[src/rtl/output_vc_allocator.sv]
// Output-VC allocator for one output port: binds round-robin-selected head-flit
// requesters to the lowest free output VC, tracks downstream credits, flags misuse.
module output_vc_allocator #(
  parameter int NUM_REQ   = 20,
  parameter int V         = 4,
  parameter int BUF_DEPTH = 4,
  parameter int RW        = $clog2(NUM_REQ),
  parameter int VW        = $clog2(V),
  parameter int CW        = $clog2(BUF_DEPTH + 1)
) (
  input  logic               clk,
  input  logic               rst,
  input  logic [NUM_REQ-1:0] req,
  input  logic [V-1:0]       flit_sent,
  input  logic [V-1:0]       tail_sent,
  input  logic [V-1:0]       credit_upd,
  output logic [NUM_REQ-1:0] grant,
  output logic [VW-1:0]      grant_vc,
  output logic               grant_valid,
  output logic [V*RW-1:0]    vc_owner,
  output logic [V-1:0]       out_vc_available,
  output logic [V-1:0]       out_vc_ready,
  output logic               err
);

  logic [NUM_REQ-1:0]     grant_q, grant_d;
  logic                   grant_valid_q, grant_valid_d;
  logic [VW-1:0]          grant_vc_q, grant_vc_d;
  logic [V*RW-1:0]        vc_owner_q, vc_owner_d;
  logic [V-1:0]           busy_q, busy_d;
  logic [RW-1:0]          ptr_q, ptr_d;
  logic [V-1:0][CW-1:0]   cnt_q, cnt_d;
  logic                   err_q, err_d;

  logic [NUM_REQ-1:0]     eligible;
  logic                   vc_found, req_found, alloc;
  logic [VW-1:0]          vc_sel;
  logic [RW-1:0]          winner;
  logic [RW-1:0]          idx_r;
  int                     idx;

  always_comb begin
    // Last cycle's winner is masked while it is still dropping req.
    eligible = req & ~grant_q;

    vc_found = 1'b0;
    vc_sel   = '0;
    for (int v = V - 1; v >= 0; v--) begin
      if (!busy_q[v]) begin
        vc_found = 1'b1;
        vc_sel   = VW'(v);
      end
    end

    req_found = 1'b0;
    winner    = '0;
    idx       = 0;
    idx_r     = '0;
    for (int i = 0; i < NUM_REQ; i++) begin
      idx = int'(ptr_q) + i;
      if (idx >= NUM_REQ) idx = idx - NUM_REQ;
      idx_r = RW'(idx);
      if (!req_found && eligible[idx_r]) begin
        req_found = 1'b1;
        winner    = idx_r;
      end
    end

    alloc         = vc_found && req_found;
    grant_d       = '0;
    grant_valid_d = alloc;
    grant_vc_d    = grant_vc_q;
    vc_owner_d    = vc_owner_q;
    ptr_d         = ptr_q;
    // Release cannot collide with allocation: one only touches busy VCs, the other idle ones.
    busy_d        = busy_q & ~tail_sent;
    if (alloc) begin
      grant_d[winner]                       = 1'b1;
      grant_vc_d                            = vc_sel;
      vc_owner_d[int'(vc_sel) * RW +: RW]   = winner;
      busy_d[vc_sel]                        = 1'b1;
      ptr_d = (winner == RW'(NUM_REQ - 1)) ? '0 : winner + RW'(1);
    end

    err_d = err_q;
    cnt_d = cnt_q;
    for (int v = 0; v < V; v++) begin
      if (flit_sent[v] && !credit_upd[v]) begin
        if (cnt_q[v] == '0) err_d = 1'b1;
        else                cnt_d[v] = cnt_q[v] - CW'(1);
      end else if (credit_upd[v] && !flit_sent[v]) begin
        if (cnt_q[v] == CW'(BUF_DEPTH)) err_d = 1'b1;
        else                            cnt_d[v] = cnt_q[v] + CW'(1);
      end
      if ((flit_sent[v] || tail_sent[v]) && !busy_q[v]) err_d = 1'b1;
    end
  end

  always_ff @(posedge clk or posedge rst) begin
    if (rst) begin
      grant_q       <= '0;
      grant_valid_q <= 1'b0;
      grant_vc_q    <= '0;
      vc_owner_q    <= '0;
      busy_q        <= '0;
      ptr_q         <= '0;
      cnt_q         <= {V{CW'(BUF_DEPTH)}};
      err_q         <= 1'b0;
    end else begin
      grant_q       <= grant_d;
      grant_valid_q <= grant_valid_d;
      grant_vc_q    <= grant_vc_d;
      vc_owner_q    <= vc_owner_d;
      busy_q        <= busy_d;
      ptr_q         <= ptr_d;
      cnt_q         <= cnt_d;
      err_q         <= err_d;
    end
  end

  always_comb begin
    out_vc_ready = '0;
    for (int v = 0; v < V; v++) out_vc_ready[v] = (cnt_q[v] != '0);
  end

  assign grant            = grant_q;
  assign grant_valid      = grant_valid_q;
  assign grant_vc         = grant_vc_q;
  assign vc_owner         = vc_owner_q;
  assign out_vc_available = ~busy_q;
  assign err              = err_q;

endmodule
[config.mk]
export PLATFORM = sky130hd
export DESIGN_NAME = output_vc_allocator
export DESIGN_NICKNAME = d
export VERILOG_FILES = /design/src/rtl/output_vc_allocator.sv
export SDC_FILE = /design/constraint.sdc
export NUM_CORES = 1
export LEC_CHECK = 0
export ABC_AREA = 0
export CAP_MARGIN = 30
export CORE_ASPECT_RATIO = 1.4
export CORE_MARGIN = 5
export CORE_UTILIZATION = 49
export DETAILED_ROUTE_END_ITERATION = 16
export PLACE_DENSITY = 0.71
export SKIP_LAST_GASP = 1
export SYNTH_ARGS = -nofsm -noshare
export SYNTH_HDL_FRONTEND = slang
export SYNTH_SLANG_ARGS = --single-unit
[constraint.sdc]
create_clock -name clk -period 6.5 [get_ports clk]
set_input_delay 0.65 -clock clk [delete_from_list [all_inputs] [get_ports clk]]
set_output_delay 0.65 -clock clk [all_outputs]
set_load 0.01 [all_outputs]
# Word level (Yosys, flattened, before mapping)
# Cells that the tools add are included.
totals:
  regBits: 65
  inputBits: 34
  output_inout_bits: 52
  word_cells: 363
classes:
  n_addsub: 49
  n_mul: 1
  n_lt_le_gt_ge: 44
  n_eq_ne: 13
  shift: 2
  mux: 152
  bitwise_logic: 6
  reduce_logical: 85
ops:
  columns: ["op", "count"]
  rows:
  - ["$mux W5", 41]
  - ["$lt A5 B6 Y1 const B", 21]
  - ["$ge A6 B5 Y1 const B", 19]
  - ["$bmux W1 S5", 20]
  - ["$sub A5 B5 Y5 const B", 20]
  - ["$mux W1", 66]
  - ["$add A5 B4 Y6 const B", 8]
  - ["$mux W3", 16]
  - ["$logic_and A1 B1 Y1", 34]
  - ["$neg A5 Y33", 1]
  - ["$shift A5 B33 Y20 const A", 1]
  - ["$shiftx A5 B33 Y20", 1]
  - ["$logic_not A1 Y1", 31]
  - ["$add A5 B3 Y6 const B", 4]
  - ["$add A5 B5 Y6 const B", 4]
  - ["$and A20 B20 Y20", 1]
  - ["$bwmux W20", 1]
  - ["$mux W20", 1]
  - ["$not A20 Y20", 1]
  - ["$ne A2 B2 Y1 const B", 8]
  - ["$add A3 B1 Y3 const B", 4]
  - ["$add A5 B2 Y6 const B", 2]
  - ["$eq A3 B3 Y1 const B", 4]
  - ["$logic_not A3 Y1", 4]
  - ["other kinds (20)", 39]

# Depth between registers and ports, before layout
logic_depth:
  word_depth: 67
  depth_mapped: 25
  mapped_depth_nobuf: 22

# Worst setup path after synthesis
# Ideal clock, no wire load.
synth_timing:
  path_kind: "reg2reg"
  from: "reg ptr_q[1]"
  to: "reg ptr_q[3]"
  setup_time_ns: 0.082
  t_arrival_ns: 5.280
  required_time_ns: 6.418
  path_slack_ns: 1.139
  stages_incl_launch_ff: 23
  n_path_buf: 4
  synth_period_minus_slack_ns: 5.361
  cell_sequence: "dfrtp_1 buf_6 inv_2 buf_1 ha_1 clkbuf_1 inv_1 ha_1 a21bo_2 o21ai_1 a21oi_1 or2_1 and4_1 a211oi_2 and4_1 buf_2 nand3_2 or3b_1 and3_4 a31oi_4 inv_2 or4_1 a31oi_1"
synth_via:
  elab_chain_len: 64
  elab_cells_between_ends: 201
  classes_between: "add/sub: 40; order compare: 20; eq/ne: 1; mux: 101; reduce/logical: 39"
synth_rtl:
  columns: ["item", "line_no", "source"]
  rows:
  - ["start: declaration", "31", "logic [RW-1:0] ptr_q, ptr_d;"]
  - ["start signal: assignment", "115", "ptr_q <= ptr_d;"]
  - ["parallel branches: the longest is 64 deep, another holds $add A5 B1 Y6", null, null]
# Several ways; the timed one is not identified. The select of a mux whose other input is x is not followed.
# A chain may end at the register's enable or synchronous reset.

# Worst setup path after layout
layout_timing:
  from: "reg ptr_q[2]"
  to: "reg grant_q[3], in the netlist grant[3]"
layout_via:
  elab_chain_len: 67
  elab_cells_between_ends: 204
  classes_between: "add/sub: 39; order compare: 22; mux: 103; reduce/logical: 40"
layout_rtl:
  columns: ["item", "line_no", "source"]
  rows:
  - ["parallel branches: the longest is 66 deep, another holds $add A5 B1 Y6", null, null]
  - ["$mux W20 *", "77", "if (alloc) begin"]
  - ["via grant_d[3]", "26", "logic [NUM_REQ-1:0] grant_q, grant_d;"]
  - ["end signal: assignment", "110", "grant_q <= grant_d;"]
  - ["end: declaration", "26", null]
# Mark *: on every way through the listed nets, which the timed path passes. The select of a mux whose other input is x is not followed.

==> impl_metrics.json <==
{
  "die_area_um2": 22000,
  "clk_root_buffer_cell": "clkbuf_16",
  "ff2ff_setup_slack_ns": 0.40,
  "vias": 9822,
  "hp-start": "vc_owner[14]",
  "crit_type": "register to register",
  "skew_ns": 0.00714,
  "synth.avg_cell_area_um2": 8.07,
  "drt_drc_violations_left": 0,
  "grt_pass1_vias": 9771,
  "grt_antenna_before_repair": 0,
  "first_iter_violations": 831,
  "rr_worst_depth": 20,
  "grt.total_usage": 0.310,
  "cpLargestDelayFamily": "simple AND/OR/NAND/NOR gates",
  "detail_route.vias_per_cell": 6.52,
  "timing.rr.end": "grant[3]",
  "status": "complete, no violations",
  "syn_nets": 1264,
  "placeableCoreArea_um2": 18700,
  "place.port_buffers": 85,
  "timing.final.setup_violations": 0,
  "synth_ff_type": "dfrtp_1",
  "drt-wirelength-per-cell_um": 23.1,
  "timing.critical_path.slowest_cell_delay_ns": 0.48,
  "final_nets": 1361,
  "cap_violations": 0,
  "totalWireLength_um": 34900,
  "max_slew_margin": 0.306,
  "syn2layout_area_growth_pct": 16.3,
  "final-hold-violation-count": 0,
  "layout-drive-gt1-share": 0.129,
  "final_max_slew_viol_count": 0,
  "worst_slew_pin_slew_ns": 1.03,
  "ys_seq_area_frac": 0.174,
  "detailed_routing_iteration_count_for_the_pre_antenna_repair_pass": 6,
  "slowest_stage": "and4_1",
  "cts_buffer_depth": 2,
  "postRouteAntennaNets": 0,
  "hold_depth": 2,
  "post_cts_setup_repair_bufs": 0,
  "clk-insertion-delay-late_ns": 0.33,
  "worst_hold_path.endpoint": "vc_owner[14]",
  "reg2reg_from": "ptr_q[2]",
  "dieHeight_um": 174,
  "cts.sinks": 65,
  "synthesis.instances": 1161,
  "hold_wc_path_type": "register to register",
  "ctsResizeCount": 0,
  "synth-edff-count": 0,
  "number_of_buffers_added_by_the_clock_tree_synthesis_step": 9,
  "floorplan.initialDensity": 0.501,
  "gp_congestion": 1.07,
  "cp_cell_sequence": "buf_4, ha_1, nand2_2, xnor2_2, ha_1, a21bo_2, a32oi_2, xnor2_1, nor3b_1, o31a_1, nor3_1, and4_1, nor3b_1, o221ai_1, a221oi_1, nor3_1, o211ai_2, buf_4, nand3_1, nor2_1",
  "synth.cell_area_um2": 9370,
  "setup.worst_path.end_class": "register",
  "hpwlAfterDp_um": 27900,
  "critical_path.max_fanout": 10,
  "min_period_ns": 6.10,
  "die-width_um": 127,
  "n_antenna_cell": 0,
  "clock_tree.htree_level_count": 3,
  "post_synthesis_sequential_element_count": 65,
  "core.rowCount": 59,
  "grt_setup_unrepaired": "false",
  "period_share": 0.938,
  "holdBufCountCts": 0,
  "grt_pass1_wl_um": 53700,
  "cts_tree": "done",
  "clkSlewWorstSetupHoldPaths_ns": 0.05,
  "max_freq_ghz": 0.164,
  "timing.critical_path.arrival_ns": 6.33,
  "grt_start_max_net_pins": 66,
  "setup-tns-final_ns": 0,
  "cp.buffers_inverters": 2,
  "ys_types": 103,
  "worst-endpoint-required_ns": 6.73,
  "critPathLaunchType": "register",
  "globalRoute.totalOverflow": 0,
  "synth_warnings": 0,
  "pin_count": 86,
  "async_sr_flop_fraction": 1.00
}
==> layer usage <==
metal,wire [µm],track usage,share of wire
met3,2230,0.0506,0.064
met4,2730,0.209,0.078
met2,17400,0.548,0.50
met1,12500,0.334,0.36
met5,0,0,0
==> worst reg2reg max path, cell delays in order (launching register included) <==
cell,delay (ns)
dfrtp_1,0.44
buf_4,0.27
ha_1,0.37
nand2_2,0.13
xnor2_2,0.30
ha_1,0.29
a21bo_2,0.26
a32oi_2,0.25
xnor2_1,0.27
nor3b_1,0.13
o31a_1,0.36
nor3_1,0.41
and4_1,0.48
nor3b_1,0.26
o221ai_1,0.18
a221oi_1,0.42
nor3_1,0.15
o211ai_2,0.39
buf_4,0.23
nand3_1,0.18
nor2_1,0.23
==> state kept, by name, summed over array words and instances, names as in the netlist <==
register and flops:
busy_q 4, cnt_q 12, err 1, ptr_q 5
grant_valid 1, grant 20, grant_vc 2, vc_owner 20
==> cells in the final DEF, fill, tap and decap left out, types with 36 or more instances in the layout <==
| cell | n |
|---|---|
| mux2i_1 | 38 |
| a21oi_1 | 56 |
| o21ai_0 | 91 |
| nand3_1 | 36 |
| nand2_1 | 102 |
| dfrtp_1 | 61 |
| buf_4 | 41 |
| ha_1 | 64 |
| clkdlybuf4s50_1 | 85 |
| nor2b_1 | 37 |
| inv_1 | 54 |
| nor2_1 | 88 |
==> logic make-up after synthesis <==
kind of cell | after synthesis | synth area share
fa+ha+maj | 69 | 0.0962
compound gates | 354 | 0.261
flops | 65 | 0.174
simple gates | 452 | 0.258
xor+xnor | 39 | 0.0429
mux | 76 | 0.115
buf+inv | 106 | 0.0520
==> cell usage after synthesis (18+ instances only) <==
library cell,instances,area [µm²]
nand3_1,36,180
a21oi_1,56,280
xnor2_1,32,280
a211oi_1,21,158
mux4_2,24,541
inv_1,55,206
o211ai_1,18,135
nor2b_1,37,231
ha_1,64,801
nand2b_1,33,206
o21ai_0,91,455
nor2_1,88,330
nand2_1,102,383
mux2i_1,38,380
nor3_1,32,160
dfrtp_1,61,1530
==> worst max path at each step <==
stage | slack [ns] | cells past startpoint | endpoint | startpoint
floorplan | 1.14 | 22 | ptr_q[3] | ptr_q[1]
global placement | 0.54 | 20 | grant[3] | ptr_q[2]
detailed placement | 0.58 | 20 | grant[3] | ptr_q[2]
CTS | 0.55 | 20 | grant[3] | ptr_q[2]
global route | 0.13 | 20 | grant[3] | ptr_q[2]
finish | 0.40 | 20 | grant[3] | ptr_q[2]
==> final cells by class <==
type / instances / area [µm²]
clock buffer: 14 / 264
sequential: 65 / 1630
clock inverter: 2 / 37.5
fill: 1738 / 7780
inverter: 66 / 248
multi-input combinational: 990 / 7250
timing repair buffer: 126 / 1160
tap: 244 / 305
==> stage by stage <==
| stage | area, µm² | util | setup slack (ns) | hold WS (ns) | std cells |
|---|---|---|---|---|---|
| after CTS | 10900 | 0.583 | 0.549 | 0.485 | 1507 |
| after global routing | 10900 | 0.583 | 0.134 | 0.510 | 1507 |
| after detailed placement | 10600 | 0.567 | 0.577 | 0.473 | 1491 |
| after floorplan | 9370 | - | 1.14 | 0.510 | 1161 |
| final | 10900 | 0.583 | 0.404 | 0.477 | 1507 |
| after global placement | 10600 | 0.567 | 0.543 | 0.465 | 1491 |
Power is not shown: default switching activity piles up to over one toggle a cycle in this logic, so the estimate is an artifact.
